File: src/rtl/seg7_pkg.sv
// Shared definitions for the four-digit multiplexed 7-segment display path.
// Holds the hex-to-segment table used by both the scan driver (encoder) and
// the scan decoder, so the two ends of the display path stay consistent.
//   SEG_TABLE   : active-high segment patterns, bit order a..g, a = bit 6
//   SEG_BLANK   : all segments off
//   scan_state_e: decoder FSM state encoding
//   AN*_IDX     : digit index of each anode (an3 is the leftmost digit)
package seg7_pkg;

  localparam int NUM_DIGITS = 4;

  localparam logic [6:0] SEG_BLANK = 7'h00;

  // Entry 15 first so that SEG_TABLE[v] is the pattern for hex value v.
  localparam logic [15:0][6:0] SEG_TABLE = {
    7'h47, 7'h4F, 7'h3D, 7'h4E, 7'h1F, 7'h77, 7'h7B, 7'h7F,
    7'h70, 7'h5F, 7'h5B, 7'h33, 7'h79, 7'h6D, 7'h30, 7'h7E
  };

  typedef enum logic [1:0] {
    ST_IDLE   = 2'd0,
    ST_SETTLE = 2'd1,
    ST_HELD   = 2'd2
  } scan_state_e;

  localparam logic [1:0] AN0_IDX = 2'd0;
  localparam logic [1:0] AN1_IDX = 2'd1;
  localparam logic [1:0] AN2_IDX = 2'd2;
  localparam logic [1:0] AN3_IDX = 2'd3;

  // Encoder-side helper: hex value to active-high segment pattern.
  function automatic logic [6:0] hex_to_seg(input logic [3:0] value);
    return SEG_TABLE[value];
  endfunction

endpackage

File: src/rtl/seg7_scan_decoder_if.sv
// Display bus between a multiplexed 7-segment source and the scan decoder.
//   an3..an0, a..g, dp : anode / segment pins as seen on the board
//   clr_err            : one-cycle pulse clearing the sticky error flags
//   digits, blank      : rebuilt characters and per-digit blank flags
//   frame_valid        : one-cycle strobe when digits/blank update
//   seg_err, multi_err, lost : sticky protocol-error flags
// master: the side that drives the pins (driver or bench)
// slave : the scan decoder
interface seg7_scan_decoder_if;
  logic        an3, an2, an1, an0;
  logic        a, b, c, d, e, f, g;
  logic        dp;
  logic        clr_err;
  logic [15:0] digits;
  logic [3:0]  blank;
  logic        frame_valid;
  logic        seg_err;
  logic        multi_err;
  logic        lost;

  modport master (
    output an3, an2, an1, an0, a, b, c, d, e, f, g, dp, clr_err,
    input  digits, blank, frame_valid, seg_err, multi_err, lost
  );

  modport slave (
    input  an3, an2, an1, an0, a, b, c, d, e, f, g, dp, clr_err,
    output digits, blank, frame_valid, seg_err, multi_err, lost
  );
endinterface

File: src/rtl/seg7_to_hex.sv
// Combinational 7-segment pattern decoder.
//   seg_i      : active-high pattern, bit order a..g (a = bit 6)
//   value_o    : hex value of the matching table entry (0 when no match)
//   is_blank_o : pattern is all segments off
//   is_valid_o : pattern matches one of the 16 hex characters
module seg7_to_hex
  import seg7_pkg::*;
(
  input  logic [6:0] seg_i,
  output logic [3:0] value_o,
  output logic       is_blank_o,
  output logic       is_valid_o
);

  logic [15:0]      match;
  logic [15:0][3:0] term;

  // Table entries are unique, so at most one term is non-zero and an OR
  // reduction yields the matching index.
  generate
    for (genvar gi = 0; gi < 16; gi++) begin : g_match
      assign match[gi] = (seg_i == SEG_TABLE[gi]);
      assign term[gi]  = match[gi] ? 4'(gi) : 4'h0;
    end
  endgenerate

  always_comb begin
    value_o = 4'h0;
    for (int i = 0; i < 16; i++) begin
      value_o = value_o | term[i];
    end
  end

  assign is_valid_o = |match;
  assign is_blank_o = (seg_i == SEG_BLANK);

endmodule

File: src/rtl/seg7_scan_decoder.sv
// Scan decoder: samples the anode/segment lines of a four-digit multiplexed
// 7-segment display and rebuilds the four hex characters.
//   clk, reset : system clock, asynchronous active-high reset
//   bus        : slave side of seg7_scan_decoder_if (pins in, results out)
// A digit is accepted once the same anode/segment sample has been seen
// SETTLE times in a row; a frame is published once all four digits have
// been accepted. Sticky flags report bad patterns, overlapping anodes and
// loss of scan activity for TIMEOUT cycles.
module seg7_scan_decoder
  import seg7_pkg::*;
#(
  parameter int ACTIVE_LOW = 1,
  parameter int SETTLE     = 4,
  parameter int TIMEOUT    = 65535
) (
  input  logic               clk,
  input  logic               reset,
  seg7_scan_decoder_if.slave bus
);

  localparam logic [11:0] PIN_POL = (ACTIVE_LOW != 0) ? 12'hFFF : 12'h000;
  localparam int          IDLE_W  = $clog2(TIMEOUT + 1);
  localparam logic [IDLE_W-1:0] IDLE_MAX   = IDLE_W'(TIMEOUT);
  localparam logic [7:0]        SETTLE_CNT = 8'(SETTLE);

  // Input stage: one register on all 12 pins, normalised to 1 = asserted.
  logic [11:0] pins_q;
  logic [3:0]  an_s;
  logic [6:0]  seg_s;
  logic        dp_unused;

  always_ff @(posedge clk or posedge reset) begin
    if (reset) begin
      pins_q <= '0;
    end else begin
      pins_q <= {bus.an3, bus.an2, bus.an1, bus.an0,
                 bus.a, bus.b, bus.c, bus.d, bus.e, bus.f, bus.g,
                 bus.dp} ^ PIN_POL;
    end
  end

  assign an_s      = pins_q[11:8];
  assign seg_s     = pins_q[7:1];
  assign dp_unused = pins_q[0];

  // Sample classification.
  logic       smp_gap, smp_multi, smp_valid;
  logic [1:0] smp_idx;

  always_comb begin
    smp_gap   = (an_s == 4'd0);
    // Clearing the lowest set bit leaves something only if 2+ bits are set.
    smp_multi = ((an_s & (an_s - 4'd1)) != 4'd0);
    smp_valid = !smp_gap && !smp_multi;
    case (an_s)
      4'b1000: smp_idx = AN3_IDX;
      4'b0100: smp_idx = AN2_IDX;
      4'b0010: smp_idx = AN1_IDX;
      default: smp_idx = AN0_IDX;
    endcase
  end

  // Dwell-tracking FSM.
  scan_state_e state_q;
  logic [1:0]  idx_q;
  logic [6:0]  pat_q;
  logic [7:0]  cnt_q;
  logic        same;
  logic        settle_hit;

  assign same       = smp_valid && (smp_idx == idx_q) && (seg_s == pat_q);
  assign settle_hit = (state_q == ST_SETTLE) && same &&
                      ((cnt_q + 8'd1) == SETTLE_CNT);

  always_ff @(posedge clk or posedge reset) begin
    if (reset) begin
      state_q <= ST_IDLE;
      idx_q   <= '0;
      pat_q   <= '0;
      cnt_q   <= '0;
    end else begin
      case (state_q)
        ST_IDLE: begin
          if (smp_valid) begin
            idx_q   <= smp_idx;
            pat_q   <= seg_s;
            cnt_q   <= 8'd1;
            state_q <= ST_SETTLE;
          end
        end
        ST_SETTLE: begin
          if (!smp_valid) begin
            state_q <= ST_IDLE;
          end else if (same) begin
            cnt_q <= cnt_q + 8'd1;
            if (settle_hit) begin
              state_q <= ST_HELD;
            end
          end else begin
            idx_q <= smp_idx;
            pat_q <= seg_s;
            cnt_q <= 8'd1;
          end
        end
        ST_HELD: begin
          // An identical sample is ignored so a digit is captured once per dwell.
          if (!smp_valid) begin
            state_q <= ST_IDLE;
          end else if (!same) begin
            idx_q   <= smp_idx;
            pat_q   <= seg_s;
            cnt_q   <= 8'd1;
            state_q <= ST_SETTLE;
          end
        end
        default: state_q <= ST_IDLE;
      endcase
    end
  end

  // Decode the current sample; on settle_hit it equals the latched pattern.
  logic [3:0] hex_val;
  logic       hex_blank, hex_valid;

  seg7_to_hex u_to_hex (
    .seg_i      (seg_s),
    .value_o    (hex_val),
    .is_blank_o (hex_blank),
    .is_valid_o (hex_valid)
  );

  logic accept, seg_bad;
  assign accept  = settle_hit && (hex_valid || hex_blank);
  assign seg_bad = settle_hit && !hex_valid && !hex_blank;

  // Staging, frame publication, timeout and sticky flags.
  logic [3:0][3:0]   stage_val_q, stage_val_d;
  logic [3:0]        stage_blank_q, stage_blank_d;
  logic [3:0]        mask_q, mask_d;
  logic [15:0]       digits_q, digits_d;
  logic [3:0]        blank_q, blank_d;
  logic              frame_valid_q, frame_valid_d;
  logic [IDLE_W-1:0] idle_cnt_q, idle_cnt_d;
  logic              seg_err_q, seg_err_d;
  logic              multi_err_q, multi_err_d;
  logic              lost_q, lost_d;
  logic              lost_evt;

  always_comb begin
    stage_val_d   = stage_val_q;
    stage_blank_d = stage_blank_q;
    mask_d        = mask_q;
    digits_d      = digits_q;
    blank_d       = blank_q;
    frame_valid_d = 1'b0;
    idle_cnt_d    = idle_cnt_q;
    lost_evt      = 1'b0;

    if (accept) begin
      if (hex_blank) begin
        stage_blank_d[idx_q] = 1'b1;
      end else begin
        stage_val_d[idx_q]   = hex_val;
        stage_blank_d[idx_q] = 1'b0;
      end
      mask_d[idx_q] = 1'b1;
      idle_cnt_d    = '0;
      // Publish using the staging values that include this capture.
      if (mask_d == 4'hF) begin
        digits_d      = stage_val_d;
        blank_d       = stage_blank_d;
        frame_valid_d = 1'b1;
        mask_d        = 4'h0;
      end
    end else if (idle_cnt_q != IDLE_MAX) begin
      // Saturating: the timeout action happens once per quiet period.
      idle_cnt_d = idle_cnt_q + IDLE_W'(1);
      if (idle_cnt_d == IDLE_MAX) begin
        lost_evt = 1'b1;
        mask_d   = 4'h0;
      end
    end

    // Set wins over a simultaneous clear.
    seg_err_d   = (seg_err_q   && !bus.clr_err) || seg_bad;
    multi_err_d = (multi_err_q && !bus.clr_err) || smp_multi;
    lost_d      = (lost_q      && !bus.clr_err) || lost_evt;
  end

  always_ff @(posedge clk or posedge reset) begin
    if (reset) begin
      stage_val_q   <= '0;
      stage_blank_q <= 4'hF;
      mask_q        <= '0;
      digits_q      <= 16'h0000;
      blank_q       <= 4'hF;
      frame_valid_q <= 1'b0;
      idle_cnt_q    <= '0;
      seg_err_q     <= 1'b0;
      multi_err_q   <= 1'b0;
      lost_q        <= 1'b0;
    end else begin
      stage_val_q   <= stage_val_d;
      stage_blank_q <= stage_blank_d;
      mask_q        <= mask_d;
      digits_q      <= digits_d;
      blank_q       <= blank_d;
      frame_valid_q <= frame_valid_d;
      idle_cnt_q    <= idle_cnt_d;
      seg_err_q     <= seg_err_d;
      multi_err_q   <= multi_err_d;
      lost_q        <= lost_d;
    end
  end

  assign bus.digits      = digits_q;
  assign bus.blank       = blank_q;
  assign bus.frame_valid = frame_valid_q;
  assign bus.seg_err     = seg_err_q;
  assign bus.multi_err   = multi_err_q;
  assign bus.lost        = lost_q;

endmodule

File: src/flat_wrapper.sv
// flat-port wrapper written by rule: the top's interface ports become plain ports
module seg7_scan_decoder_flat import seg7_pkg::*;
#(
  parameter int ACTIVE_LOW = 1,
  parameter int SETTLE     = 4,
  parameter int TIMEOUT    = 65535
)
  (clk, reset, bus_an3, bus_an2, bus_an1, bus_an0, bus_a, bus_b, bus_c, bus_d, bus_e, bus_f, bus_g, bus_dp, bus_clr_err, bus_digits, bus_blank, bus_frame_valid, bus_seg_err, bus_multi_err, bus_lost);
  seg7_scan_decoder_if bus_i ();
  input  logic clk;
  input  logic reset;
  input wire logic [$bits(bus_i.an3)-1:0] bus_an3;
  input wire logic [$bits(bus_i.an2)-1:0] bus_an2;
  input wire logic [$bits(bus_i.an1)-1:0] bus_an1;
  input wire logic [$bits(bus_i.an0)-1:0] bus_an0;
  input wire logic [$bits(bus_i.a)-1:0] bus_a;
  input wire logic [$bits(bus_i.b)-1:0] bus_b;
  input wire logic [$bits(bus_i.c)-1:0] bus_c;
  input wire logic [$bits(bus_i.d)-1:0] bus_d;
  input wire logic [$bits(bus_i.e)-1:0] bus_e;
  input wire logic [$bits(bus_i.f)-1:0] bus_f;
  input wire logic [$bits(bus_i.g)-1:0] bus_g;
  input wire logic [$bits(bus_i.dp)-1:0] bus_dp;
  input wire logic [$bits(bus_i.clr_err)-1:0] bus_clr_err;
  output wire logic [$bits(bus_i.digits)-1:0] bus_digits;
  output wire logic [$bits(bus_i.blank)-1:0] bus_blank;
  output wire logic [$bits(bus_i.frame_valid)-1:0] bus_frame_valid;
  output wire logic [$bits(bus_i.seg_err)-1:0] bus_seg_err;
  output wire logic [$bits(bus_i.multi_err)-1:0] bus_multi_err;
  output wire logic [$bits(bus_i.lost)-1:0] bus_lost;
  assign bus_i.an3 = bus_an3;
  assign bus_i.an2 = bus_an2;
  assign bus_i.an1 = bus_an1;
  assign bus_i.an0 = bus_an0;
  assign bus_i.a = bus_a;
  assign bus_i.b = bus_b;
  assign bus_i.c = bus_c;
  assign bus_i.d = bus_d;
  assign bus_i.e = bus_e;
  assign bus_i.f = bus_f;
  assign bus_i.g = bus_g;
  assign bus_i.dp = bus_dp;
  assign bus_i.clr_err = bus_clr_err;
  assign bus_digits = bus_i.digits;
  assign bus_blank = bus_i.blank;
  assign bus_frame_valid = bus_i.frame_valid;
  assign bus_seg_err = bus_i.seg_err;
  assign bus_multi_err = bus_i.multi_err;
  assign bus_lost = bus_i.lost;
  seg7_scan_decoder #(.ACTIVE_LOW(ACTIVE_LOW), .SETTLE(SETTLE), .TIMEOUT(TIMEOUT)) u_core (.clk(clk), .reset(reset), .bus(bus_i));
endmodule
File: config.mk
export PLATFORM = sky130hd
export DESIGN_NAME = seg7_scan_decoder_flat
export DESIGN_NICKNAME = d
export VERILOG_FILES = /design/src/rtl/seg7_pkg.sv /design/src/rtl/seg7_scan_decoder_if.sv /design/src/rtl/seg7_to_hex.sv /design/src/rtl/seg7_scan_decoder.sv /design/src/flat_wrapper.sv
export SDC_FILE = /design/constraint.sdc
export NUM_CORES = 1
export LEC_CHECK = 0
export CORE_ASPECT_RATIO = 0.8
export CORE_MARGIN = 5
export CORE_UTILIZATION = 59
export CTS_CLUSTER_DIAMETER = 50
export DETAILED_ROUTE_END_ITERATION = 10
export PLACE_DENSITY_LB_ADDON = 0.12
export SLEW_MARGIN = 20
export SYNTH_ARGS = -nofsm -noshare
export SYNTH_HDL_FRONTEND = slang
export SYNTH_HIERARCHICAL = 1
export SYNTH_SLANG_ARGS = --single-unit
File: constraint.sdc
create_clock -name clk -period 4.4 [get_ports clk]
set_input_delay 0.88 -clock clk [delete_from_list [all_inputs] [get_ports clk]]
set_output_delay 0.88 -clock clk [all_outputs]
set_load 0.03 [all_outputs]
# After elaboration in Yosys (flattened, before gate mapping)

Index checks and enable logic that the tools add are counted.
W data, S select, Z words.

Register bits after elaboration: 95
Bits of input ports: 15
Output and inout port bits: 24
Word-level logic and storage cells: 170

Add/subtract/negate cells: 3
Order comparisons: 2
Equality and inequality tests: 36
Mux-type cells: 55
Bitwise logic cells: 20
Reductions and logical operators: 36

Operators by type and width:

| kind                    | count |
|---|---|
| $eq A7 B7 Y1 const B    | 12 |
| $mux W4                 | 14 |
| $mux W16                | 3 |
| $mux W8                 | 5 |
| $or A4 B4 Y4            | 9 |
| $pmux W8 S3             | 1 |
| $mux W2                 | 11 |
| $eq A7 B6 Y1 const B    | 3 |
| $mux W7                 | 3 |
| $add A16 B1 Y16 const B | 1 |
| $bwmux W16              | 1 |
| $eq A16 B16 Y1 const B  | 1 |
| $ne A16 B16 Y1 const B  | 1 |
| $reduce_or A16 Y1       | 1 |
| $pmux W7 S2             | 1 |
| $logic_and A1 B1 Y1     | 12 |
| $mux W3                 | 4 |
| $not A12 Y12            | 1 |
| $pmux W2 S3             | 2 |
| $ne A3 B3 Y1 const B    | 3 |
| $or A3 B3 Y3            | 3 |
| $add A8 B1 Y8 const B   | 1 |
| $and A4 B4 Y4           | 2 |
| $demux W4 S2            | 1 |
| 34 further kinds        | 56 |

# Logic depth before layout (Yosys ltp)

Gate-level depths: netlist (run 1).

Depth in word-level cells: 18
Depth in mapped cells: 12

# By module

Netlist (run 1), hierarchy kept.

Modules (own cells, without submodules):

| module            | instances | cells each | area each (µm²) | sequential area each (µm²) |
|---|---|---|---|---|
| seg7_scan_decoder | 1         | 440        | 4680.7          | 2362.3 |
| seg7_to_hex       | 1         | 52         | 347.8           | 0.0 |

# Worst setup path after synthesis (run 1)

No wires, ideal clock.

Path kind: reg2reg
Start point: reg u_core.pins_q[2]
End point: reg u_core/stage_val_q[0] in the netlist's numbering
Arrival time: 2.713 ns
Required time: 4.273 ns
Path slack: 1.559 ns
Stages on the path, launching flop included: 10
Path buffers: 1
Clock period less this slack: 2.841 ns
Cells stage by stage: dfrtp_1 > or4_4 > nor4_1 > clkbuf_1 > nor2_1 > nor2b_1 > nand2_1 > nor4b_4 > nand2_4 > mux2_1

Elaborated cells between the ends (all ways): 48
Those cells by class: eq/ne (17); mux (10); bitwise (14); reduce/logical (7)

RTL lines:

| item                   | RTL line                 | RTL |
|---|---|---|
| start, declared        | seg7_scan_decoder.sv:27  | `logic [11:0] pins_q;` |
| start signal, assigned | seg7_scan_decoder.sv:36  | `pins_q <= {bus.an3, bus.an2, bus.an1, bus.an0,` |
| $logic_not A7 Y1 (*)   | seg7_to_hex.sv:35        | `assign is_blank_o = (seg_i == SEG_BLANK);` |
| via u_core.hex_blank   | seg7_scan_decoder.sv:123 | `logic hex_blank, hex_valid;` |
| $logic_or A1 B1 Y1     | seg7_scan_decoder.sv:133 | `assign accept = settle_hit && (hex_valid \|\| hex_blank);` |
| $logic_and A1 B1 Y1    | seg7_scan_decoder.sv:133 |  |
| end signal, assigned   | seg7_scan_decoder.sv:203 | `stage_val_q <= stage_val_d;` |
| end, declared          | seg7_scan_decoder.sv:137 | `logic [3:0][3:0] stage_val_q, stage_val_d;` |

The timed path passes the listed nets; every way through them passes the cells marked *.
A chain may end at the register's enable or synchronous reset.

# Worst setup path after layout (run 1)

Start point: reg u_core.pins_q[2]
End point: reg u_core/stage_val_q[8] in the netlist's numbering

Elaborated cells between the ends (all ways): 48
Those cells by class: eq/ne (17); mux (10); bitwise (14); reduce/logical (7)

RTL lines:

| item                                 | RTL line                 | RTL |
|---|---|---|
| $eq A7 B7 Y1 (tied with other cells) | seg7_to_hex.sv:22        | `assign match[gi] = (seg_i == SEG_TABLE[gi]);` |
| $reduce_or A16 Y1 (*)                | seg7_to_hex.sv:34        | `assign is_valid_o = \|match;` |
| via u_core.hex_valid                 | seg7_scan_decoder.sv:123 |  |
| $logic_or A1 B1 Y1 (*)               | seg7_scan_decoder.sv:133 |  |
| $logic_and A1 B1 Y1 (*)              | seg7_scan_decoder.sv:133 |  |

Marks and branches as above.

==> flow_summary.yaml, run 1 <==
status:
  status: "finished clean"
worst_setup_path:
  cp_data_arrival_time_ns: 3.62
  r2r-end: "u_core/stage_val_q[8]"
  worstPathCellList: "or4_4, a211oi_2, a31oi_1, o2111ai_1, nor2_1, nor2b_1, nand2_1, nor4b_4, nand2_4, mux2_1"
  reg2reg_depth: 10
  r2r_setup_slack_ns: 1.03
  crit_family: "simple AND/OR/NAND/NOR gates"
  end_kind: "register"
  reg2reg_from: "u_core/pins_q[2]"
  path_buf_inv: 0
  critPathKind: "reg2reg"
  cp-start-kind: "register"
  critical_path.max_fanout: 14
  cpPeakStageDelay_ns: 0.73
  slowest_stage: "nor4b_4"
  worstPathRequired_ns: 4.65
global_route:
  grt_max_degree: 42
  busiest_layer: "met2"
  grt_pass1_vias: 3579
  antenna_found_initial: 0
  grt_use_total: 0.192
  grt_pass1_wl_mm: 16.5
  grt_use_met2: 0.311
  use_met3: 0.0451
  use_met1: 0.254
  grt-ovfl-total: 0
cts:
  clock_latency_ns: 0.37
  cts_max_path_buffers: 2
  cts-resized-gates: 0
  clkTransAtPathRegs_ns: 0.10
  post-cts-setup-buffer-count: 0
  cts_tree: "done"
  htree_levels: 3
  cts_made_buffers: 9
  cts-root-buf: "clkbuf_8"
  ctsHoldBuffers: 0
  cts_num_sinks: 94
logic_synthesis:
  synth_nets: 515
  synth_edf_count: 0
  synth_ff_type: "dfrtp_1"
  ys_warn_count: 6
  syn_avg_cell_area_sq_um: 10.2
  ys_ff_latch: 94
  postSynth.asyncResetShare: 1.00
  syn-cell-area_sq_um: 5030
  ys_seq_area_frac: 0.470
  syn-instance-count: 492
  yosysUniqueCellTypes: 64
route:
  routedWlPerCell_um: 14.9
  dr.pass1.iters: 4
  routed_wl_mm: 9.43
  ant_nets: 0
  via_per_inst: 5.77
  dr_total_vias: 3642
  drtIter0Drc: 198
  drcViolationCount: 0
floorplan:
  ioPinCount: 39
  die_area_sq_um: 10500
  die-width_um: 113
  core_sq_um: 8410
  die_y_um: 92.6
  num_rows: 30
  start_util: 0.598
cells_and_area:
  area_growth_pct: 11.9
  drive_above_1_share: 0.118
  antenna-diode-count: 0
  fin_nets: 537
sta:
  finalWorstSetupSlack_ns: 1.03
  post-route-period-util: 0.766
  relSlewSlack: 0.365
  tns_ns: 0
  period_needed_ns: 3.37
  rsz0062_at_grt: "no"
  slew_violations: 0
  fmax_mhz: 297
  finalSetupViolCount: 0
  worst_pin_slew_ns: 0.952
  hold_violations: 0
  fin_worst_skew_ns: 0.0146
placed_design:
  dp_hpwl_mm: 6.45
  gp_congestion: 0.842
  dpl_worst_slack_ns: 1.07
  io_buffers: 37
power_and_ir_drop:
  p_leak_nw: 2.45
  p_per_area_nw_per_um2: 324
  ir_drop_v: 0.000235
job:
  maxCapViolations: 0
hold_path:
  hp-start: "u_core/bus.blank[3]"
  whs_endpoint: "u_core/bus.blank[3]"
  whs_path_depth: 2
  min_path_type: "reg2reg"
[cells by family (layout without fill, tap and decap cells)]
family,after synthesis,in the layout,synth area share
DFF,94,94,0.470
muxes,48,48,0.103
and+or+nand+nor,162,162,0.180
xor gates and xnor gates,23,23,0.0401
buffers and inverters,58,85,0.0488
adders and majority gates,9,9,0.0219
AOI/OAI and AO/OA,98,98,0.136
[through the flow]
step | hold WS [ns] | utilization | cells | cell area [sq um] | power [W]
finish | 0.478 | 0.669 | 631 | 5630 | 0.00182
global placement | 0.462 | 0.646 | 615 | 5430 | 0.00128
floorplan | 0.458 | - | 492 | 5030 | 0.00123
global route | 0.495 | 0.669 | 631 | 5630 | 0.00192
detailed placement | 0.468 | 0.646 | 615 | 5430 | 0.00129
CTS | 0.482 | 0.668 | 631 | 5620 | 0.00184
[where the power goes]
| group | total (W) | switching (W) | internal [W] |
|---|---|---|---|
| sequential | 0.000974 | 0.0000619 | 0.000912 |
| combinational | 0.000300 | 0.000155 | 0.000145 |
| clock | 0.000547 | 0.000329 | 0.000218 |
[layout make-up]
type / count / area (sq um)
Fill cell: 674 / 2780
Multi-Input combinational cell: 340 / 2430
Clock buffer: 9 / 124
Sequential cell: 94 / 2360
Inverter: 28 / 106
Clock inverter: 7 / 62.6
Timing Repair Buffer: 41 / 400
Tap cell: 112 / 140
[synth_stat cells, types with 3 or more instances]
cell type	number	area, sq um
nand2_1	46	173
mux2i_1	17	170
a31oi_1	6	37.5
ha_1	8	100
nor4_1	4	25.0
or2_2	3	18.8
clkbuf_1	15	56.3
nand2b_1	3	18.8
a22o_1	6	52.6
nand4_1	8	50.1
o211ai_1	7	52.6
xor2_1	5	43.8
and3_1	5	31.3
dfrtp_1	86	2150
dfstp_2	8	210
nor2b_1	7	43.8
a21oi_1	17	85.1
and2_1	4	25.0
buf_2	10	50.1
nand2_4	4	45.0
or3_1	4	25.0
inv_1	28	105
nor3b_1	4	30.0
nand3_1	14	70.1
nor3_1	14	70.1
mux2_1	19	214
and4b_1	3	30.0
buf_1	3	11.3
o31ai_1	10	75.1
mux2_2	12	135
xnor2_1	18	158
nor2_1	27	101
o21ai_0	23	115
a21o_1	4	30.0
[worst max path at each step]
stage / from / to / slack, ns / cells after the start
2_1_floorplan: reset / u_core/bus.digits[0] / 1.08 / 1
3_3_place_gp: u_core/pins_q[2] / u_core/stage_val_q[6] / 1.15 / 10
3_5_place_dp: u_core/pins_q[2] / u_core/stage_val_q[14] / 1.07 / 10
4_1_cts: u_core/pins_q[2] / u_core/stage_val_q[14] / 1.0 / 10
5_1_grt: u_core/pins_q[2] / u_core/stage_val_q[8] / 0.77 / 10
6_report: u_core/pins_q[2] / u_core/stage_val_q[8] / 1.03 / 10
[registers in the layout, summed over array words and instances, names as in the netlist]
| register | count |
|---|---|
| u_core/bus.digits | 16 |
| u_core/idle_cnt_q | 16 |
| u_core/stage_val_q | 16 |
| u_core/pins_q | 11 |
| u_core/cnt_q | 8 |
| u_core/pat_q | 7 |
| u_core/bus.blank | 4 |
| u_core/mask_q | 4 |
| u_core/stage_blank_q | 4 |
| u_core/idx_q | 2 |
| u_core/state_q | 2 |
| u_core/bus.frame_valid | 1 |
| u_core/bus.lost | 1 |
| u_core/bus.multi_err | 1 |
| u_core/bus.seg_err | 1 |
[worst reg2reg max path: stages, from the launching register on]
cell and delay [ns]:
dfrtp_1 0.56, or4_4 0.61, a211oi_2 0.22, a31oi_1 0.08
o2111ai_1 0.16, nor2_1 0.09, nor2b_1 0.18, nand2_1 0.12
nor4b_4 0.73, nand2_4 0.14, mux2_1 0.35
[metal layers]
metal / vias up / wire (um)
li1: 1791 / -
met5: - / 0
met4: 0 / 157
met2: 84 / 4310
met1: 1751 / 4520
met3: 16 / 444
[cells in the final DEF (no fill, tap or decap), types with 13 or more instances in the layout]
cell type        count
dfrtp_1             86
clkdlybuf4s50_1     37
a21oi_1             17
mux2i_1             17
nand2_1             46
nor2_1              27
mux2_1              19
xnor2_1             18
nor3_1              13
inv_1               27
o21ai_0             23
nand3_1             14
No activity file was read; power rests on OpenSTA's default activity.
==> inputs of run 2 (changes only) <==
==> constraint.sdc (replaced) <==
create_clock -name clk -period 3.3 [get_ports clk]
set_input_delay 0.66 -clock clk [delete_from_list [all_inputs] [get_ports clk]]
set_output_delay 0.66 -clock clk [all_outputs]
set_load 0.03 [all_outputs]
==> flow_summary.yaml, run 2 (same netlist as run 1, synthesis figures left out) <==
status:
  status: "finished clean"
sta:
  tns_ns: 0
  hold_violations: 0
  finalWorstSetupSlack_ns: 0.338
  worst_pin_slew_ns: 1.10
  period_needed_ns: 2.96
  slew_violations: 0
  rsz0062_at_grt: "no"
  post-route-period-util: 0.898
  relSlewSlack: 0.259
  finalSetupViolCount: 0
  fin_worst_skew_ns: 0.00832
  fmax_mhz: 338
placed_design:
  io_buffers: 37
  dpl-instance-area_sq_um: 5480
  dpl_worst_slack_ns: 0.366
  dp_hpwl_mm: 6.70
  place_inst: 620
  gp_congestion: 0.826
global_route:
  grt_pass1_wl_mm: 16.8
  grt_pass1_vias: 3524
  grt-ovfl-total: 0
  grt_use_total: 0.196
  antenna_found_initial: 0
  grt_max_degree: 64
cts:
  cts_made_buffers: 9
  cts-root-buf: "clkbuf_8"
  cts_tree: "done"
  cts-resized-gates: 0
  ctsHoldBuffers: 0
  clkTransAtPathRegs_ns: 0.10
  htree_levels: 3
  cts_max_path_buffers: 2
  post-cts-setup-buffer-count: 0
  cts_num_sinks: 94
  clock_latency_ns: 0.36
worst_setup_path:
  r2r_setup_slack_ns: 0.34
  worstPathRequired_ns: 3.55
  crit_family: "simple AND/OR/NAND/NOR gates"
  reg2reg_depth: 11
  cp-start-kind: "register"
  critPathKind: "reg2reg"
  r2r-end: "u_core/stage_val_q[13]"
  path_buf_inv: 1
  cp_data_arrival_time_ns: 3.21
  end_kind: "register"
  worstPathCellList: "or4_4, a211oi_2, a31oi_1, o2111ai_1, nor2_1, nor2b_1, nand2_1, nor4b_4, buf_4, nand2_4, mux2_1"
  reg2reg_from: "u_core/pins_q[7]"
  critical_path.max_fanout: 14
  cpPeakStageDelay_ns: 0.59
  slowest_stage: "or4_4"
cells_and_area:
  area_growth_pct: 12.7
  fin_nets: 542
  post-route-cell-area_sq_um: 5670
  antenna-diode-count: 0
  fin_cells: 636
  layout_commonest_cell: "dfrtp_1"
  final_cell_mix: "dfrtp_1, nand2_1, clkdlybuf4s50_1"
  drive_above_1_share: 0.122
power_and_ir_drop:
  p_total_w: 0.00243
  ir_drop_v: 0.000296
  p_int_w: 0.00170
  clockPowerShare: 0.299
  comb_power_share: 0.170
  pwr-share-seq: 0.531
  p_per_area_nw_per_um2: 429
  p_leak_nw: 2.47
  power.switching_w: 0.000729
  switching_share: 0.300
route:
  drtIter0Drc: 262
  routed_wl_mm: 9.71
  drcViolationCount: 0
  dr_total_vias: 3671
  ant_nets: 0
  routedWlPerCell_um: 15.3
  via_per_inst: 5.77
  dr.pass1.iters: 4
floorplan:
  die-width_um: 113
  ioPinCount: 39
  start_util: 0.598
  num_rows: 30
  core_sq_um: 8410
  die_y_um: 92.6
  die_area_sq_um: 10500
hold_path:
  whs_endpoint: "u_core/bus.blank[3]"
  hp-start: "u_core/bus.blank[3]"
  whs_path_depth: 2
  min_path_type: "reg2reg"
job:
  maxCapViolations: 0
-- run 2: how the worst max path moves through the flow --
stage	slack (ns)	depth (start not counted)	start	end
2_1_floorplan	0.20	1	reset	u_core/bus.digits[0]
3_3_place_gp	0.39	11	u_core/pins_q[7]	u_core/stage_val_q[3]
3_5_place_dp	0.37	11	u_core/pins_q[7]	u_core/stage_val_q[2]
4_1_cts	0.34	11	u_core/pins_q[7]	u_core/stage_val_q[2]
5_1_grt	0.18	11	u_core/pins_q[7]	u_core/stage_val_q[0]
6_report	0.34	11	u_core/pins_q[7]	u_core/stage_val_q[13]
-- run 2: power by group through the flow --
| stage | combinational [W] | clock [W] | sequential [W] |
|---|---|---|---|
| 2_1_floorplan | 0.000355 | 0 | 0.00128 |
| 3_3_place_gp | 0.000401 | 0 | 0.00131 |
| 3_5_place_dp | 0.000414 | 0 | 0.00131 |
| 4_1_cts | 0.000417 | 0.000749 | 0.00129 |
| 5_1_grt | 0.000463 | 0.000801 | 0.00130 |
| 6_report | 0.000413 | 0.000727 | 0.00129 |
-- run 2: cell type report --
| cell class | count | area, sq um |
|---|---|---|
| multi-input combinational | 340 | 2420 |
| fill | 663 | 2740 |
| tap | 112 | 140 |
| sequential | 94 | 2360 |
| inverter | 28 | 106 |
| clock inverter | 7 | 61.3 |
| clock buffer | 9 | 124 |
| timing repair buffer | 46 | 450 |
-- run 2: through the flow --
stage | util | hold WS (ns)
2_1_floorplan | - | 0.458
3_3_place_gp | 0.652 | 0.463
3_5_place_dp | 0.652 | 0.468
4_1_cts | 0.674 | 0.482
5_1_grt | 0.674 | 0.486
6_report | 0.674 | 0.484
-- run 2: routing by layer --
layer	routed length, um	GRT usage	vias to the layer above
met5	0	0	-
met4	53	0.0460	0
met3	346	0.0444	4
met2	4710	0.319	68
met1	4610	0.268	1801
li1	-	-	1798
-- run 2: worst min-delay path: stages, from the launching register on --
cell and delay (ns):
dfstp_2 0.38, nand2_1 0.05, o31ai_1 0.06
